File: config.mk
export PLATFORM = sky130hd
export DESIGN_NAME = fxp_div_flat
export DESIGN_NICKNAME = d
export VERILOG_FILES = /design/src/rtl/fxp_div_pkg.sv /design/src/rtl/fxp_div_if.sv /design/src/rtl/fxp_sat.sv /design/src/rtl/fxp_div.sv /design/src/flat_wrapper.sv
export SDC_FILE = /design/constraint.sdc
export NUM_CORES = 1
export LEC_CHECK = 0
export ABC_CLOCK_PERIOD_IN_PS = 3850
export CAP_MARGIN = 10
export CORE_MARGIN = 5
export CORE_UTILIZATION = 45
export CTS_BUF_LIST = sky130_fd_sc_hd__clkbuf_4 sky130_fd_sc_hd__clkbuf_8
export DETAILED_ROUTE_END_ITERATION = 12
export PLACE_DENSITY = 0.66
export SLEW_MARGIN = 5
export SYNTH_ARGS = -nofsm -noshare
export SYNTH_HDL_FRONTEND = slang
export SYNTH_SLANG_ARGS = --single-unit
File: constraint.sdc
create_clock -name i_clk -period 3.85 [get_ports i_clk]
set_input_delay 0.385 -clock i_clk [delete_from_list [all_inputs] [get_ports i_clk]]
set_output_delay 0.385 -clock i_clk [all_outputs]
set_load 0.03 [all_outputs]
File: src/rtl/fxp_div_pkg.sv
// Shared state encoding and two's-complement helpers for the fxp_div divider.
package fxp_div_pkg;

    typedef enum logic [1:0] {
        IDLE = 2'd0,
        CALC = 2'd1,
        DONE = 2'd2
    } state_e;

    function automatic logic [31:0] max_pos(input int width);
        return (32'h1 << (width - 1)) - 32'h1;
    endfunction

    function automatic logic [31:0] max_neg(input int width);
        return 32'h1 << (width - 1);
    endfunction

    function automatic logic [31:0] negate(input logic [31:0] v);
        return ~v + 32'h1;
    endfunction

    // Callers sign-extend to 32 bits first; the most negative value comes back as its exact unsigned magnitude.
    function automatic logic [31:0] magnitude(input logic [31:0] v);
        return v[31] ? negate(v) : v;
    endfunction

endpackage

File: src/rtl/fxp_div_if.sv
// Valid/ready operand and result bundle between fxp_div and its neighbours.
interface fxp_div_if #(
    parameter int WIDTH = 16
);
    logic                    i_valid;
    logic                    o_ready;
    logic signed [WIDTH-1:0] i_num;
    logic signed [WIDTH-1:0] i_denom;
    logic                    o_valid;
    logic                    i_ready;
    logic signed [WIDTH-1:0] o_result;
    logic                    o_div_zero;
    logic                    o_overflow;

    modport slave (
        input  i_valid, i_num, i_denom, i_ready,
        output o_ready, o_valid, o_result, o_div_zero, o_overflow
    );

    modport master (
        output i_valid, i_num, i_denom, i_ready,
        input  o_ready, o_valid, o_result, o_div_zero, o_overflow
    );
endinterface

File: src/rtl/fxp_sat.sv
// Combinational round-up, sign application and saturation of a quotient magnitude.
module fxp_sat
    import fxp_div_pkg::*;
#(
    parameter int WIDTH = 16,
    parameter int MAGW  = 24
) (
    input  logic                    sign_i,
    input  logic [MAGW-1:0]         mag_i,
    input  logic                    rnd_i,
    output logic signed [WIDTH-1:0] result_o,
    output logic                    overflow_o
);
    localparam logic [31:0] MAXP = max_pos(WIDTH);
    localparam logic [31:0] MAXN = max_neg(WIDTH);

    logic [MAGW:0]      mag_r;
    logic [MAGW:0]      lim_pos;
    logic [MAGW:0]      lim_neg;
    logic [WIDTH-1:0]   neg_w;

    always_comb begin
        // One spare bit so a rounding carry out of the top is still seen as overflow.
        mag_r      = {1'b0, mag_i} + {{MAGW{1'b0}}, rnd_i};
        lim_pos    = {{(MAGW + 1 - WIDTH){1'b0}}, MAXP[WIDTH-1:0]};
        lim_neg    = {{(MAGW + 1 - WIDTH){1'b0}}, MAXN[WIDTH-1:0]};
        neg_w      = WIDTH'(negate(32'(mag_r[WIDTH-1:0])));
        result_o   = mag_r[WIDTH-1:0];
        overflow_o = 1'b0;
        if (!sign_i && (mag_r > lim_pos)) begin
            result_o   = MAXP[WIDTH-1:0];
            overflow_o = 1'b1;
        end else if (sign_i && (mag_r > lim_neg)) begin
            result_o   = MAXN[WIDTH-1:0];
            overflow_o = 1'b1;
        end else if (sign_i) begin
            result_o   = neg_w;
        end
    end
endmodule

File: src/rtl/fxp_div.sv
// Signed fixed-point restoring divider, one quotient bit per clock.
// Define FXP_DIV_ROUND_EN for round-half-away-from-zero (one extra CALC cycle).
module fxp_div
    import fxp_div_pkg::*;
#(
    parameter int WIDTH = 16,
    parameter int QBITS = 8
) (
    input  logic       i_clk,
    input  logic       i_rst,
    fxp_div_if.slave   bus
);
`ifdef FXP_DIV_ROUND_EN
    localparam int RB = 1;
`else
    localparam int RB = 0;
`endif
    localparam int MAGW = WIDTH + QBITS;
    localparam int QW   = MAGW + RB;
    localparam int RW   = WIDTH + 1;
    localparam int CW   = $clog2(QW + 1);
    localparam logic [31:0] MAXP = max_pos(WIDTH);
    localparam logic [31:0] MAXN = max_neg(WIDTH);

    state_e                  state_q, state_d;
    logic [WIDTH-1:0]        den_q, den_d;
    logic [RW-1:0]           rem_q, rem_d;
    logic [QW-1:0]           quo_q, quo_d;
    logic                    sign_q, sign_d;
    logic [CW-1:0]           cnt_q, cnt_d;
    logic signed [WIDTH-1:0] result_q, result_d;
    logic                    dz_q, dz_d;
    logic                    ovf_q, ovf_d;

    logic [WIDTH-1:0]        num_mag, den_mag;
    logic [RW:0]             rem_sh, den_ext;
    logic                    q_bit;
    logic [QW-1:0]           quo_step;
    logic [MAGW-1:0]         sat_mag;
    logic                    sat_rnd;
    logic signed [WIDTH-1:0] sat_res;
    logic                    sat_ovf;

    assign num_mag  = WIDTH'(magnitude(32'(bus.i_num)));
    assign den_mag  = WIDTH'(magnitude(32'(bus.i_denom)));
    assign rem_sh   = {rem_q, quo_q[QW-1]};
    assign den_ext  = {2'b00, den_q};
    assign q_bit    = (rem_sh >= den_ext);
    assign quo_step = {quo_q[QW-2:0], q_bit};

`ifdef FXP_DIV_ROUND_EN
    assign sat_mag = quo_step[QW-1:1];
    assign sat_rnd = quo_step[0];
`else
    assign sat_mag = quo_step;
    assign sat_rnd = 1'b0;
`endif

    fxp_sat #(.WIDTH(WIDTH), .MAGW(MAGW)) u_sat (
        .sign_i     (sign_q),
        .mag_i      (sat_mag),
        .rnd_i      (sat_rnd),
        .result_o   (sat_res),
        .overflow_o (sat_ovf)
    );

    always_comb begin
        state_d  = state_q;
        den_d    = den_q;
        rem_d    = rem_q;
        quo_d    = quo_q;
        sign_d   = sign_q;
        cnt_d    = cnt_q;
        result_d = result_q;
        dz_d     = dz_q;
        ovf_d    = ovf_q;
        case (state_q)
            IDLE: begin
                if (bus.i_valid) begin
                    sign_d = bus.i_num[WIDTH-1] ^ bus.i_denom[WIDTH-1];
                    den_d  = den_mag;
                    rem_d  = '0;
                    quo_d  = QW'(num_mag) << (QBITS + RB);
                    cnt_d  = '0;
                    dz_d   = 1'b0;
                    ovf_d  = 1'b0;
                    if (bus.i_denom == '0) begin
                        state_d  = DONE;
                        dz_d     = 1'b1;
                        ovf_d    = 1'b1;
                        result_d = bus.i_num[WIDTH-1] ? MAXN[WIDTH-1:0] : MAXP[WIDTH-1:0];
                    end else begin
                        state_d = CALC;
                    end
                end
            end
            CALC: begin
                rem_d = q_bit ? RW'(rem_sh - den_ext) : RW'(rem_sh);
                quo_d = quo_step;
                cnt_d = cnt_q + CW'(1);
                if (cnt_q == CW'(QW - 1)) begin
                    state_d  = DONE;
                    result_d = sat_res;
                    ovf_d    = sat_ovf;
                end
            end
            DONE: begin
                if (bus.i_ready) state_d = IDLE;
            end
            default: state_d = IDLE;
        endcase
    end

    always_ff @(posedge i_clk or posedge i_rst) begin
        if (i_rst) begin
            state_q  <= IDLE;
            den_q    <= '0;
            rem_q    <= '0;
            quo_q    <= '0;
            sign_q   <= 1'b0;
            cnt_q    <= '0;
            result_q <= '0;
            dz_q     <= 1'b0;
            ovf_q    <= 1'b0;
        end else begin
            state_q  <= state_d;
            den_q    <= den_d;
            rem_q    <= rem_d;
            quo_q    <= quo_d;
            sign_q   <= sign_d;
            cnt_q    <= cnt_d;
            result_q <= result_d;
            dz_q     <= dz_d;
            ovf_q    <= ovf_d;
        end
    end

    assign bus.o_ready    = (state_q == IDLE);
    assign bus.o_valid    = (state_q == DONE);
    assign bus.o_result   = result_q;
    assign bus.o_div_zero = dz_q;
    assign bus.o_overflow = ovf_q;
endmodule

File: src/flat_wrapper.sv
// flat-port wrapper written by rule: the top's interface ports become plain ports
module fxp_div_flat import fxp_div_pkg::*;
#(
    parameter int WIDTH = 16,
    parameter int QBITS = 8
)
  (i_clk, i_rst, bus_i_valid, bus_i_num, bus_i_denom, bus_i_ready, bus_o_ready, bus_o_valid, bus_o_result, bus_o_div_zero, bus_o_overflow);
  fxp_div_if #(.WIDTH(WIDTH)) bus_i ();
  input  logic i_clk;
  input  logic i_rst;
  input wire logic [$bits(bus_i.i_valid)-1:0] bus_i_valid;
  input wire logic [$bits(bus_i.i_num)-1:0] bus_i_num;
  input wire logic [$bits(bus_i.i_denom)-1:0] bus_i_denom;
  input wire logic [$bits(bus_i.i_ready)-1:0] bus_i_ready;
  output wire logic [$bits(bus_i.o_ready)-1:0] bus_o_ready;
  output wire logic [$bits(bus_i.o_valid)-1:0] bus_o_valid;
  output wire logic [$bits(bus_i.o_result)-1:0] bus_o_result;
  output wire logic [$bits(bus_i.o_div_zero)-1:0] bus_o_div_zero;
  output wire logic [$bits(bus_i.o_overflow)-1:0] bus_o_overflow;
  assign bus_i.i_valid = bus_i_valid;
  assign bus_i.i_num = bus_i_num;
  assign bus_i.i_denom = bus_i_denom;
  assign bus_i.i_ready = bus_i_ready;
  assign bus_o_ready = bus_i.o_ready;
  assign bus_o_valid = bus_i.o_valid;
  assign bus_o_result = bus_i.o_result;
  assign bus_o_div_zero = bus_i.o_div_zero;
  assign bus_o_overflow = bus_i.o_overflow;
  fxp_div #(.WIDTH(WIDTH), .QBITS(QBITS)) u_core (.i_clk(i_clk), .i_rst(i_rst), .bus(bus_i));
endmodule
# After elaboration in Yosys (flattened, before gate mapping)
# Index checks and enable logic that the tools add are counted.
[op_classes]
bitwise_logic = 4
n_div = 0
n_reduce_logical = 11
shift = 0
eq_ne = 7
magnitude_cmp = 3
mux = 28
n_addsub = 5
multipliers = 0
[ops]
columns = ["cell", "count"]
rows = [
  ["$mux 16", 9],
  ["$add 16x1->16 const B", 3],
  ["$not 16->16", 3],
  ["$pmux 24 s2", 1],
  ["$mux 17", 2],
  ["$pmux 17 s2", 1],
  ["$pmux 16 s2", 1],
  ["$gt 24x15->1 const B", 1],
  ["$gt 24x16->1 const B", 1],
  ["$mux 24", 1],
  ["$ge 18x16->1", 1],
  ["$sub 17x16->17", 1],
  ["$logic_not 16->1", 1],
  ["$pmux 5 s2", 1],
  ["$mux 2", 4],
  ["$pmux 2 s3", 1],
  ["$reduce_and 3->1", 2],
  ["$add 5x1->5 const B", 1],
  ["$eq 5x5->1 const B", 1],
  ["$mux 1", 5],
  ["$mux 5", 1],
  ["$ne 2x1->1 const B", 2],
  ["$ne 2x2->1 const B", 2],
  ["$reduce_and 2->1", 2],
  ["9 further kinds", 10],
]
[word_totals]
regBits = 83
latch_bits = 0
output_inout_bits = 20
ram_bits = 0
mem_count = 0
in_bits = 36
word_cells = 67
mem_bits_ro = 0

# Longest topological paths before layout
# Gate-level depths: netlist of the first run.
[depth]
ltp_word = 8
mapped_depth = 20
ltp_nobuf = 15

# Cells and area by module
# From an unflattened synthesis of the first run, not the netlist that was laid out.
[unflattened]
hier_cells = 737
hier_area_um2 = 6328.6
[modules_own_cells]
columns = ["module", "seq_area_each_um2", "n_inst", "cells_each", "area_per_inst_um2"]
rows = [
  ["fxp_div", 2077.0, 1, 553, 4989.8],
  ["fxp_sat", 0.0, 1, 184, 1338.8],
]

# Least setup slack after synthesis of the first run
# No wires, ideal clock.
[synth_timing]
path_kind = "register to register"
startpoint = "register u_core.rem_q[6]"
endpoint = "register u_core.result_q[3] (netlist: u_core.bus.o_result[3])"
t_arrival_ns = 3.413
path_buffers = 4
t_required_ns = 3.777
setup_ns = 0.073
path_stages_with_launch = 18
setup_slack_ns = 0.363
cell_sequence = "dfrtp_1 > ha_1 > a21oi_1 > o21ai_0 > a221o_1 > a21o_1 > buf_6 > inv_2 > buf_6 > buf_2 > ha_1 > nand3b_1 > or2_1 > buf_6 > o211ai_4 > nand3b_1 > mux2_4 > a21oi_2"
[synth_between]
elab_chain_len = 8
[synth_rtl]
columns = ["item", "line", "text"]
rows = [
  ["start, declared", "fxp_div.sv:27", "logic [RW-1:0] rem_q, rem_d;"],
  ["start signal, assigned", "fxp_div.sv:128", "rem_q <= rem_d;"],
  ["$ge 18x16->1 *", "fxp_div.sv:48", "assign q_bit = (rem_sh >= den_ext);"],
  ["$not 16->16", "fxp_div_pkg.sv:19", "return ~v + 32'h1;"],
  ["$add 16x1->16", "fxp_div_pkg.sv:19", ""],
  ["$mux 16", "fxp_sat.sv:36", "end else if (sign_i) begin"],
  ["$mux 16", "fxp_sat.sv:33", "end else if (sign_i && (mag_r > lim_neg)) begin"],
  ["$mux 16 *", "fxp_sat.sv:30", "if (!sign_i && (mag_r > lim_pos)) begin"],
  ["$mux 16 *", "fxp_div.sv:101", "if (cnt_q == CW'(QW - 1)) begin"],
  ["$pmux 16 s2 *", "fxp_div.sv:77", "case (state_q)"],
  ["end signal, assigned", "fxp_div.sv:132", "result_q <= result_d;"],
  ["end, declared", "fxp_div.sv:31", "logic signed [WIDTH-1:0] result_q, result_d;"],
]
# Mark *: on every way between the ends. The rest lies on a longest branch, timed or not. The select of a mux whose other input is x is not followed.
# A chain may end at the register's enable or synchronous reset.

# Worst setup path in the final report of the first run
[layout_timing]
startpoint = "register u_core.rem_q[6]"
endpoint = "register u_core.result_q[8] (netlist: u_core.bus.o_result[8])"
# The elaborated chain is that of the path after synthesis.

==> summary.md, run 1 <==
| Metric | Value |
|---|---|
| Status | finished clean |
| Setup_tns | 0 ns |
| Yosys warns | 0 |
| Fin Clk Skew | roughly 0.011 ns |
| Library cells used by synthesis | 63 |
| DIE HEIGHT | 120 um |
| Initial Utilization | 45.5% |
| Leak | 2.77 nW |
| Crit. End Element | flop |
| Chip Width | between 100 and 150 um |
| Slew headroom | 49.7% |
| Crit Path Class | flop to flop |
| Arrival time at the worst endpoint | 3.76 ns |
| Final hold vios | 0 |
| Post-Synth Simple-Gate Area | between 10% and 20% |
| Final net count | 732 |
| Buffers added on ports | 55 |
| Die area | 0.0143 mm^2 |
| Post-DP HPWL | around 9400 um |
| Critical path peak fanout | 11 |
| Register area share after synthesis | 38.5% |
| DRC Markers | 0 |
| Least-Margin Pin Slew | approximately 0.75 ns |
| First-pass GRT wire length | 22200 um |
| Synth Area in Compound Gates | 22.6% |
| TritonCTS Buffers | 9 |
| Clock Latency Late Sink | 0.37 ns |
| Most common library cells after synthesis | dfrtp_1 (83), nand2_1 (81), o21ai_0 (61) |
| #FFs+latches synth | slightly above 80 |
| Cts repair resizes | 0 |
| Antenna diode count | 0 |
| Routed WL | 13100 um |
| Post-Syn Instances | 629 |
| Core box area | 0.0119 mm^2 |
| Vias/cell | 5.70 |
| RD Place Congestion | 0.873 |
| Largest area contributor in the netlist | dfrtp_1 |
| Power Density | approximately 950 mW/mm^2 |
| Ports | 56 |
| Register clock-pin slew on the reported worst setup and hold paths | 0.09 ns |
| RSZ-0062 raised after global routing | false |
| VDD IR max | 0.472 mV |
| Area delta synth->final | 17.3% |
| Number of global-route vias before repair | roughly 4500 |
| Hold buffers post-CTS | 0 |
| Required @ worst endpoint | 4.16 ns |
| DR vias | 4710 |
| CTS tree | built |
| Ranking of synthesized cells by area | dfrtp_1 (38%), o21ai_0 (5.7%), nand2_1 (5.6%) |
| Routed length per placed instance | 15.9 um |
| Max Fclk | 290 MHz |
| Final Power | 0.00599 W |
| CTS Sinks | 83 |
| Iter 0 DRT Violations | 254 |
| Count leader, synth | dfrtp_1 |
| Worst-case clock buffer depth | 2 |
| Largest net degree at the start of global routing | 63 |
| Mux share of post-synthesis cell area | 2.34% |
| Max-cap violations | 0 |
| Post-synth net total | 686 |
| Final Instance Area | approximately 0.0063 mm^2 |
| H-tree depth | 3 |
| # setup viols final | 0 |
| Ratio of cells with drive above 1 in the final layout | 6.32% |
| Initial antenna violation count | 0 |
| Ys flop type | dfrtp_1 |
| Setup ws final | 0.405 ns |
| Min-Delay Path Class | input port to async pin |
| GR Overflow Total | 0 |
| # rows | 40 |
| Post-synth top area share | between 30 and 40% |
| Fin crit period | approximately 3.4 ns |
| Post-Route Utilization | between 50% and 60% |
| Post-Place Setup Slack | 0.452 ns |
| Area after DPL | 0.00606 mm^2 |
| Adder-cell share of the synthesized area | 5.01% |
| Fin crit share | approximately nine tenths |
| Total GRT Usage | roughly a fifth |
| Number of buffers inserted by post-CTS setup repair | 0 |
| Final antenna-violating net count | 0 |
| CTS Root Cell | clkbuf_8 |
| Post-synth EDFFs | 0 |
| FFs w/ async S/R, synth | 100% |
| 1st-pass router iterations | 5 |
| Final Slew Violations | 0 |
| Synth Area in XOR/XNOR | 7.46% |
| Mapped Avg Cell Area | 8.58 um^2 |
| Largest family of logic cells by synthesized area | compound AO/OA/AOI/OAI gates |
| Synthesized area | 0.00540 mm^2 |
| Startpoint types | flop |
==> worst max-delay path, stage by stage (launching register included) <==
cell and delay (ns):
dfrtp_1 0.41, ha_1 0.39, a21oi_1 0.33, o21ai_0 0.18
a221o_1 0.33, a21o_1 0.18, inv_2 0.06, ha_1 0.18
nand3b_1 0.12, or2_1 0.31, o211ai_4 0.31, nand2_2 0.21
a211oi_1 0.22, o22a_1 0.15
==> worst paths after layout <==
kind                             startpoint                      to  slack [ns]  cells after the start
hold / removal                        i_rst         u_core.quo_q[3]        0.35                      2
setup / recovery            u_core.rem_q[6]  u_core.bus.o_result[8]        0.41                     13
min in group i_clk         u_core.den_q[12]        u_core.den_q[12]        0.49                      2
hold reg to reg            u_core.den_q[12]        u_core.den_q[12]        0.49                      2
max in group asynchronous             i_rst         u_core.rem_q[0]        2.85                      3
setup reg to reg            u_core.rem_q[6]  u_core.bus.o_result[8]        0.41                     13
==> through the flow <==
| stage | std cells | hold slack [ns] |
|---|---|---|
| global route | 827 | 0.401 |
| CTS | 826 | 0.492 |
| global placement | 810 | 0.465 |
| finish | 827 | 0.349 |
| floorplan | 629 | 0.449 |
| detailed placement | 810 | 0.473 |
==> registers in the layout (all words and copies together) (netlist names) <==
signal,flops
u_core.den_q,16
u_core.state_q,2
u_core.bus.o_div_zero,1
u_core.bus.o_result,16
u_core.quo_q,24
u_core.sign_q,1
u_core.rem_q,17
u_core.cnt_q,5
u_core.bus.o_overflow,1
==> final cells by class <==
| class | count | area, um^2 |
|---|---|---|
| fillers | 1113 | 5530 |
| multi-input cells | 482 | 3050 |
| flip-flops and latches | 83 | 2080 |
| repair buffers | 68 | 661 |
| well taps | 147 | 184 |
| clock buffers | 10 | 138 |
| inverters | 31 | 118 |
| clock inverters | 6 | 111 |
==> routing by layer <==
layer / GRT usage, % / vias up / routed length [um]
met5: 0 / - / 0
met4: 5.08 / 0 / 136
met3: 3.11 / 11 / 648
met2: 28.8 / 137 / 5920
met1: 27.7 / 2214 / 6420
li1: - / 2348 / -
==> power by group <==
part | internal, W | switching [W]
logic | 0.00145 | 0.00211
registers | 0.00127 | 0.000363
clock network | 0.000450 | 0.000342
==> cells in the final DEF, fill, tap and decap left out, types with 20 or more instances in the layout <==
cell / n
nand2_1: 80
xor2_1: 32
nor2_1: 30
dfrtp_1: 83
o21ai_0: 61
ha_1: 20
inv_1: 28
a21oi_1: 35
nand3_1: 28
clkdlybuf4s50_1: 55
==> cell families after synthesis <==
kind of cell             Yosys count
AND/OR/NAND/NOR                  212
AO/OA/AOI/OAI                    191
flip-flops                        83
buffers and inverters             64
XOR/XNOR                          46
adder cells (fa/ha/maj)           21
multiplexers                      12
Note: power is estimated with default switching activity, not from simulation.
==> run 2, diff against run 1 <==
--- a/config.mk
+++ b/config.mk
@@ -6,12 +6,12 @@
 export NUM_CORES = 1
 export LEC_CHECK = 0
 export ABC_CLOCK_PERIOD_IN_PS = 3850
-export CAP_MARGIN = 10
+export CAP_MARGIN = 20
 export CORE_MARGIN = 5
-export CORE_UTILIZATION = 45
+export CORE_UTILIZATION = 30
 export CTS_BUF_LIST = sky130_fd_sc_hd__clkbuf_4 sky130_fd_sc_hd__clkbuf_8
 export DETAILED_ROUTE_END_ITERATION = 12
-export PLACE_DENSITY = 0.66
+export GPL_TIMING_DRIVEN = 1
 export SLEW_MARGIN = 5
 export SYNTH_ARGS = -nofsm -noshare
 export SYNTH_HDL_FRONTEND = slang
==> run 2 against run 1 <==
  * Clock skew is 0.0055 ns higher
  * Global-route usage is 4.9 points lower
  * Critical path type unchanged
  * Largest power group unchanged
  * Die area is 45% higher
==> summary.md, run 2 (synthesized netlist as in run 1, its figures left out) <==
| Metric | Value |
|---|---|
| DRC Markers | 0 |
| Vias/cell | 5.13 |
| Fin crit share | 90.3% |
| Max Fclk | 288 MHz |
| Cell chain of the critical path | ha_1, a21oi_1, o21ai_0, a221o_1, a21o_1, inv_2, ha_1, nand3b_1, or2_1, o211ai_4, nand2_2, a21oi_1, o22a_1 |
| Routed length per placed instance | 15.4 um |
| Final Slew Violations | 0 |
| Power Density | 922 mW/mm^2 |
| RD Place Congestion | 0.835 |
| Ratio of cells with drive above 1 in the final layout | 6.19% |
| CTS tree | built |
| 1st-pass router iterations | 5 |
| CTS Root Cell | clkbuf_8 |
| Crit Path Class | flop to flop |
| Final antenna-violating net count | 0 |
| Final hold vios | 0 |
| Number of global-route vias before repair | 4342 |
| CTS Sinks | 83 |
| Fin crit period | 3.48 ns |
| H-tree depth | 3 |
| # rows | 49 |
| Status | finished clean |
| Worst path slowest cell | dfrtp_1 |
| DIE HEIGHT | approximately 140 um |
| GR Overflow Total | 0 |
| Initial Utilization | about 30% |
| Die area | 0.0208 mm^2 |
| Worst path bufs/invs | 1 |
| Min-Delay Path Class | input port to async pin |
| Largest net degree at the start of global routing | 48 |
| Largest regs | u_core.quo_q: 24 flops, u_core.rem_q: 17 flops |
| Commonest non-fill, non-tap cell in the layout | dfrtp_1 |
| Post-DP HPWL | 10100 um |
| Largest Register | u_core.quo_q |
| First-pass GRT wire length | 23200 um |
| Total GRT Usage | 13.9% |
| RSZ-0062 raised after global routing | false |
| Commonest cells after routing, fill and taps aside | dfrtp_1 (83), nand2_1 (80), o21ai_0 (61) |
| Antenna diode count | 0 |
| Crit. End Element | flop |
| TritonCTS Buffers | 9 |
| # setup viols final | 0 |
| Clock Latency Late Sink | 0.38 ns |
| Area delta synth->final | 17.9% |
| Final net count | 733 |
| Max reg flops | 24 |
| Iter 0 DRT Violations | 287 |
| Number of buffers inserted by post-CTS setup repair | 0 |
| Chip Width | 144 um |
| Leak | 2.75 nW |
| Fin Clk Skew | 0.0169 ns |
| Max-cap violations | 0 |
| Cts repair resizes | 0 |
| Routed WL | 14000 um |
| Core box area | 0.0178 mm^2 |
| CP max stage delay | a little over 0.4 ns |
| Ports | 56 |
| Required @ worst endpoint | 4.16 ns |
| Least-Margin Pin Slew | 0.905 ns |
| Initial antenna violation count | 0 |
| Slew headroom | 39.4% |
| Setup_tns | 0 ns |
| Critical path peak fanout | 11 |
| Startpoint types | flop |
| Worst-case clock buffer depth | 2 |
| VDD IR max | between 0.2 and 0.3 mV |
| Arrival time at the worst endpoint | between 3 and 4 ns |
| Buffers added on ports | 55 |
| Register clock-pin slew on the reported worst setup and hold paths | 0.09 ns |
| CP delay by family, top | compound AO/OA/AOI/OAI gates |
| Hold buffers post-CTS | 0 |
| Post-Route Utilization | 35.7% |
| DR vias | between 4000 and 5000 |
## run 2: cell type report
| class | count | area (um^2) |
|---|---|---|
| Clock inverter | 2 | 38.8 |
| Fill cell | 1838 | 11500 |
| Inverter | 31 | 118 |
| Tap cell | 229 | 287 |
| Multi-Input combinational cell | 482 | 3050 |
| Timing Repair Buffer | 69 | 656 |
| Clock buffer | 12 | 146 |
| Sequential cell | 83 | 2080 |
## run 2: final timing paths
kind | startpoint | end | slack [ns] | depth (start not counted)
worst max-delay path | u_core.rem_q[6] | u_core.bus.o_result[9] | 0.37 | 13
worst min-delay path | i_rst | u_core.quo_q[2] | 0.37 | 2
worst max register to register | u_core.rem_q[6] | u_core.bus.o_result[9] | 0.37 | 13
worst min register to register | u_core.den_q[3] | u_core.den_q[3] | 0.48 | 2
max in group asynchronous | i_rst | u_core.cnt_q[1] | 2.69 | 3
min in group i_clk | u_core.den_q[3] | u_core.den_q[3] | 0.48 | 2
## run 2: report_power, final
group	switching (W)	internal, W	leakage [nW]
Sequential	0.000393	0.00128	1.03
Clock	0.000313	0.000316	0.0968
Combinational	0.00212	0.00145	1.62
## run 2: metrics by stage
stage	power, W	hold WS, ns	cell area [um^2]	cells	setup slack [ns]
3_3_place_gp	0.00521	0.463	6180	894	0.557
6_report	0.00587	0.366	6370	908	0.374
3_5_place_dp	0.00524	0.473	6180	894	0.420
5_1_grt	0.00639	0.440	6370	908	0.0504
4_1_cts	0.00590	0.403	6370	908	0.406
2_1_floorplan	0.00428	0.449	5400	629	0.363
## run 2: per-layer routing
layer  vias up  GRT usage, %  share of wire, %
li1       2354             -                 -
met5         -             0                 0
met2       100          20.4                44
met3        15          2.45               3.9
met4         0          4.03               1.3
met1      2192          20.8                51
==> run 3, diff against run 2 <==
--- a/config.mk
+++ b/config.mk
@@ -5,11 +5,12 @@
 export SDC_FILE = /design/constraint.sdc
 export NUM_CORES = 1
 export LEC_CHECK = 0
+export ABC_AREA = 1
 export ABC_CLOCK_PERIOD_IN_PS = 3850
-export CAP_MARGIN = 20
 export CORE_MARGIN = 5
 export CORE_UTILIZATION = 30
 export CTS_BUF_LIST = sky130_fd_sc_hd__clkbuf_4 sky130_fd_sc_hd__clkbuf_8
+export CTS_CLUSTER_DIAMETER = 100
 export DETAILED_ROUTE_END_ITERATION = 12
 export GPL_TIMING_DRIVEN = 1
 export SLEW_MARGIN = 5
==> run 3 against run 2 <==
  * Setup slack better by 0.34 ns
  * Register-to-register slack better by 0.34 ns
  * Die area is 1.2% higher
  * Synthesized area is 1.3% higher
  * Power is 2.2% higher
  * Clock skew is 0.0028 ns lower
  * Sequential share of layout area is 0.62 points lower
  * Combinational power is 4% higher
  * Via count is 6.0% higher
  * Largest cell class unchanged
==> summary.md, run 3 <==
| Metric | Value |
|---|---|
| Status | finished clean |
| Arrival time at the worst endpoint | around 3.4 ns |
| CTS Root Cell | clkbuf_8 |
| Worst-case clock buffer depth | 2 |
| Setup ws final | 0.711 ns |
| GR Overflow Total | 0 |
| Multi-input gate area | 0.00293 mm^2 |
| Fill count | around 1900 |
| Crit Path Class | flop to flop |
| Post-Syn Instances | 735 |
| Routed length per placed instance | 13.9 um |
| Commonest non-fill, non-tap cell in the layout | nand2_1 |
| CTS tree | built |
| First-pass GRT wire length | 24100 um |
| Initial antenna violation count | 0 |
| Hold slack | 0.385 ns |
| Fin crit period | 3.14 ns |
| Fin Clk Skew | 0.0141 ns |
| 1st-pass router iterations | 5 |
| Most common library cells after synthesis | nand2_1 (154), inv_1 (89), dfrtp_1 (83) |
| H-tree depth | 3 |
| Post-Place Setup Slack | 0.735 ns |
| Largest Register | u_core.quo_q |
| Buffers added on ports | 55 |
| FFs w/ async S/R, synth | 100% |
| Clock Latency Late Sink | 0.36 ns |
| Chip Width | about 150 um |
| Ys flop type | dfrtp_1 |
| DRC Markers | 0 |
| Largest area contributor in the netlist | dfrtp_1 |
| #FFs+latches synth | 83 |
| Leak | 3.04 nW |
| Post-synth top area share | a little under two fifths |
| VDD IR max | approximately 0.54 mV |
| DR vias | 4939 |
| Post-DP HPWL | 10800 um |
| Mapped Avg Cell Area | 7.44 um^2 |
| Max reg flops | 24 |
| Commonest cells after routing, fill and taps aside | nand2_1 (154), inv_1 (88), dfrtp_1 (83) |
| Area delta synth->final | 18.7% |
| Max Fclk | 319 MHz |
| Slew headroom | 59.7% |
| Final Slew Violations | 0 |
| Post-synth EDFFs | 0 |
| Register area | 0.00208 mm^2 |
| Largest net degree at the start of global routing | 48 |
| Ports | 56 |
| Ranking of synthesized cells by area | dfrtp_1 (38%), nand2_1 (11%), o21ai_0 (6.9%) |
| Synthesized area | 0.00547 mm^2 |
| CTS Sinks | 83 |
| Final antenna-violating net count | 0 |
| Yosys warns | 0 |
| # setup viols final | 0 |
| Library cells used by synthesis | 47 |
| Fin crit share | 81.5% |
| RD Place Congestion | 0.888 |
| Critical path peak fanout | 11 |
| Register area share after synthesis | 38.0% |
| Startpoint types | flop |
| Crit. End Element | flop |
| Antenna diode count | 0 |
| Total GRT Usage | between 10 and 15% |
| Routed WL | 14200 um |
| Power Density | between 900 and 1000 mW/mm^2 |
| Number of buffers inserted by post-CTS setup repair | 0 |
| DIE HEIGHT | 145 um |
| Final net count | 844 |
| Number of global-route vias before repair | around 4800 |
| Post-synth net total | 792 |
| Count leader, synth | nand2_1 |
| Vias/cell | between 4 and 5 |
| TritonCTS Buffers | 9 |
| Post-Route Utilization | 36.1% |
| FF-to-FF setup slack | 0.71 ns |
| Cts repair resizes | 0 |
| Setup_tns | 0 ns |
| Register clock-pin slew on the reported worst setup and hold paths | 0.09 ns |
| Initial Utilization | 30.5% |
| Final hold vios | 0 |
| Max-cap violations | 0 |
| Hold buffers post-CTS | 0 |
| Core box area | 0.0180 mm^2 |
| Final Power | 0.00600 W |
| Die area | 0.0210 mm^2 |
| Iter 0 DRT Violations | 291 |
| Ratio of cells with drive above 1 in the final layout | 7.07% |
| Min-Delay Path Class | input port to async pin |
| Largest regs | u_core.quo_q: 24 flops, u_core.rem_q: 17 flops |
| # rows | 49 |
| Least-Margin Pin Slew | roughly 0.60 ns |
| RSZ-0062 raised after global routing | false |
| Required @ worst endpoint | 4.14 ns |
run 3: cell count changes in the layout (fill, tap and decap cells not counted), sizes merged, moves of 8 or more:
cell	before	now
nand2	82	161
nor2b	8	0
o31ai	12	3
inv	29	96
nor2	30	67
o22a	10	0
or3	14	0
a21oi	36	50
mux2i	10	0
run 3: where the power goes:
part	internal (W)	switching, W	total [W]
Sequential	0.00129	0.000328	0.00161
Combinational	0.00136	0.00234	0.00371
Clock	0.000348	0.000335	0.000683
Total	0.00300	0.00301	0.00600
run 3: final timing paths:
check | startpoint | to | cells after the start
max | u_core.rem_q[3] | u_core.bus.o_result[13] | 20
min | i_rst | u_core.state_q[0] | 2
max reg2reg | u_core.rem_q[3] | u_core.bus.o_result[13] | 20
min reg2reg | u_core.den_q[3] | u_core.den_q[3] | 2
max in group asynchronous | i_rst | u_core.den_q[13] | 3
min in group i_clk | u_core.den_q[3] | u_core.den_q[3] | 2
run 3: layout make-up:
| cell class | instances | area share, % |
|---|---|---|
| sequential | 83 | 32.0 |
| timing repair buffer | 65 | 9.64 |
| clock inverter | 4 | 0.867 |
| multi-input combinational | 532 | 45.1 |
| inverter | 96 | 5.57 |
| clock buffer | 12 | 2.45 |
| tap | 229 | 4.41 |
run 3: metrics by stage:
step,cell area [um^2],cells
detailed placement,6280,1005
finish,6490,1021
CTS,6490,1021
global route,6490,1021
floorplan,5470,735
global placement,6280,1005
run 3: kinds of logic after synthesis:
family | after synthesis | synth area share [%]
and+or+nand+nor | 289 | 23.3
AOI/OAI and AO/OA | 181 | 18.7
xor gates and xnor gates | 41 | 6.56
DFF | 83 | 38.0
adders and majority gates | 21 | 4.94
buffers and inverters | 120 | 8.60
run 3: metal layers:
metal  track usage [%]  up-vias  routed length (um)
met4              4.38        0                 238
met2              21.3       99                6410
met3              1.90       17                 539
met5                 0        -                   0
li1                  -     2539                   -
met1              19.4     2284                7000
run 3: critical path: stages, from the launching register on:
cell and delay, ns:
dfrtp_1 0.40, ha_1 0.35, nand2_1 0.14, inv_1 0.06, nand2_1 0.06, nand2_1 0.05
nand2_1 0.06, nand3_1 0.15, nand2_2 0.14, nand2_4 0.05, inv_2 0.19, ha_1 0.22
nand3_1 0.13, nor3_2 0.17, nand2_1 0.12, nor2_1 0.10, a31oi_1 0.16, nor2_1 0.13
buf_4 0.17, nand3_1 0.09, a21oi_1 0.13
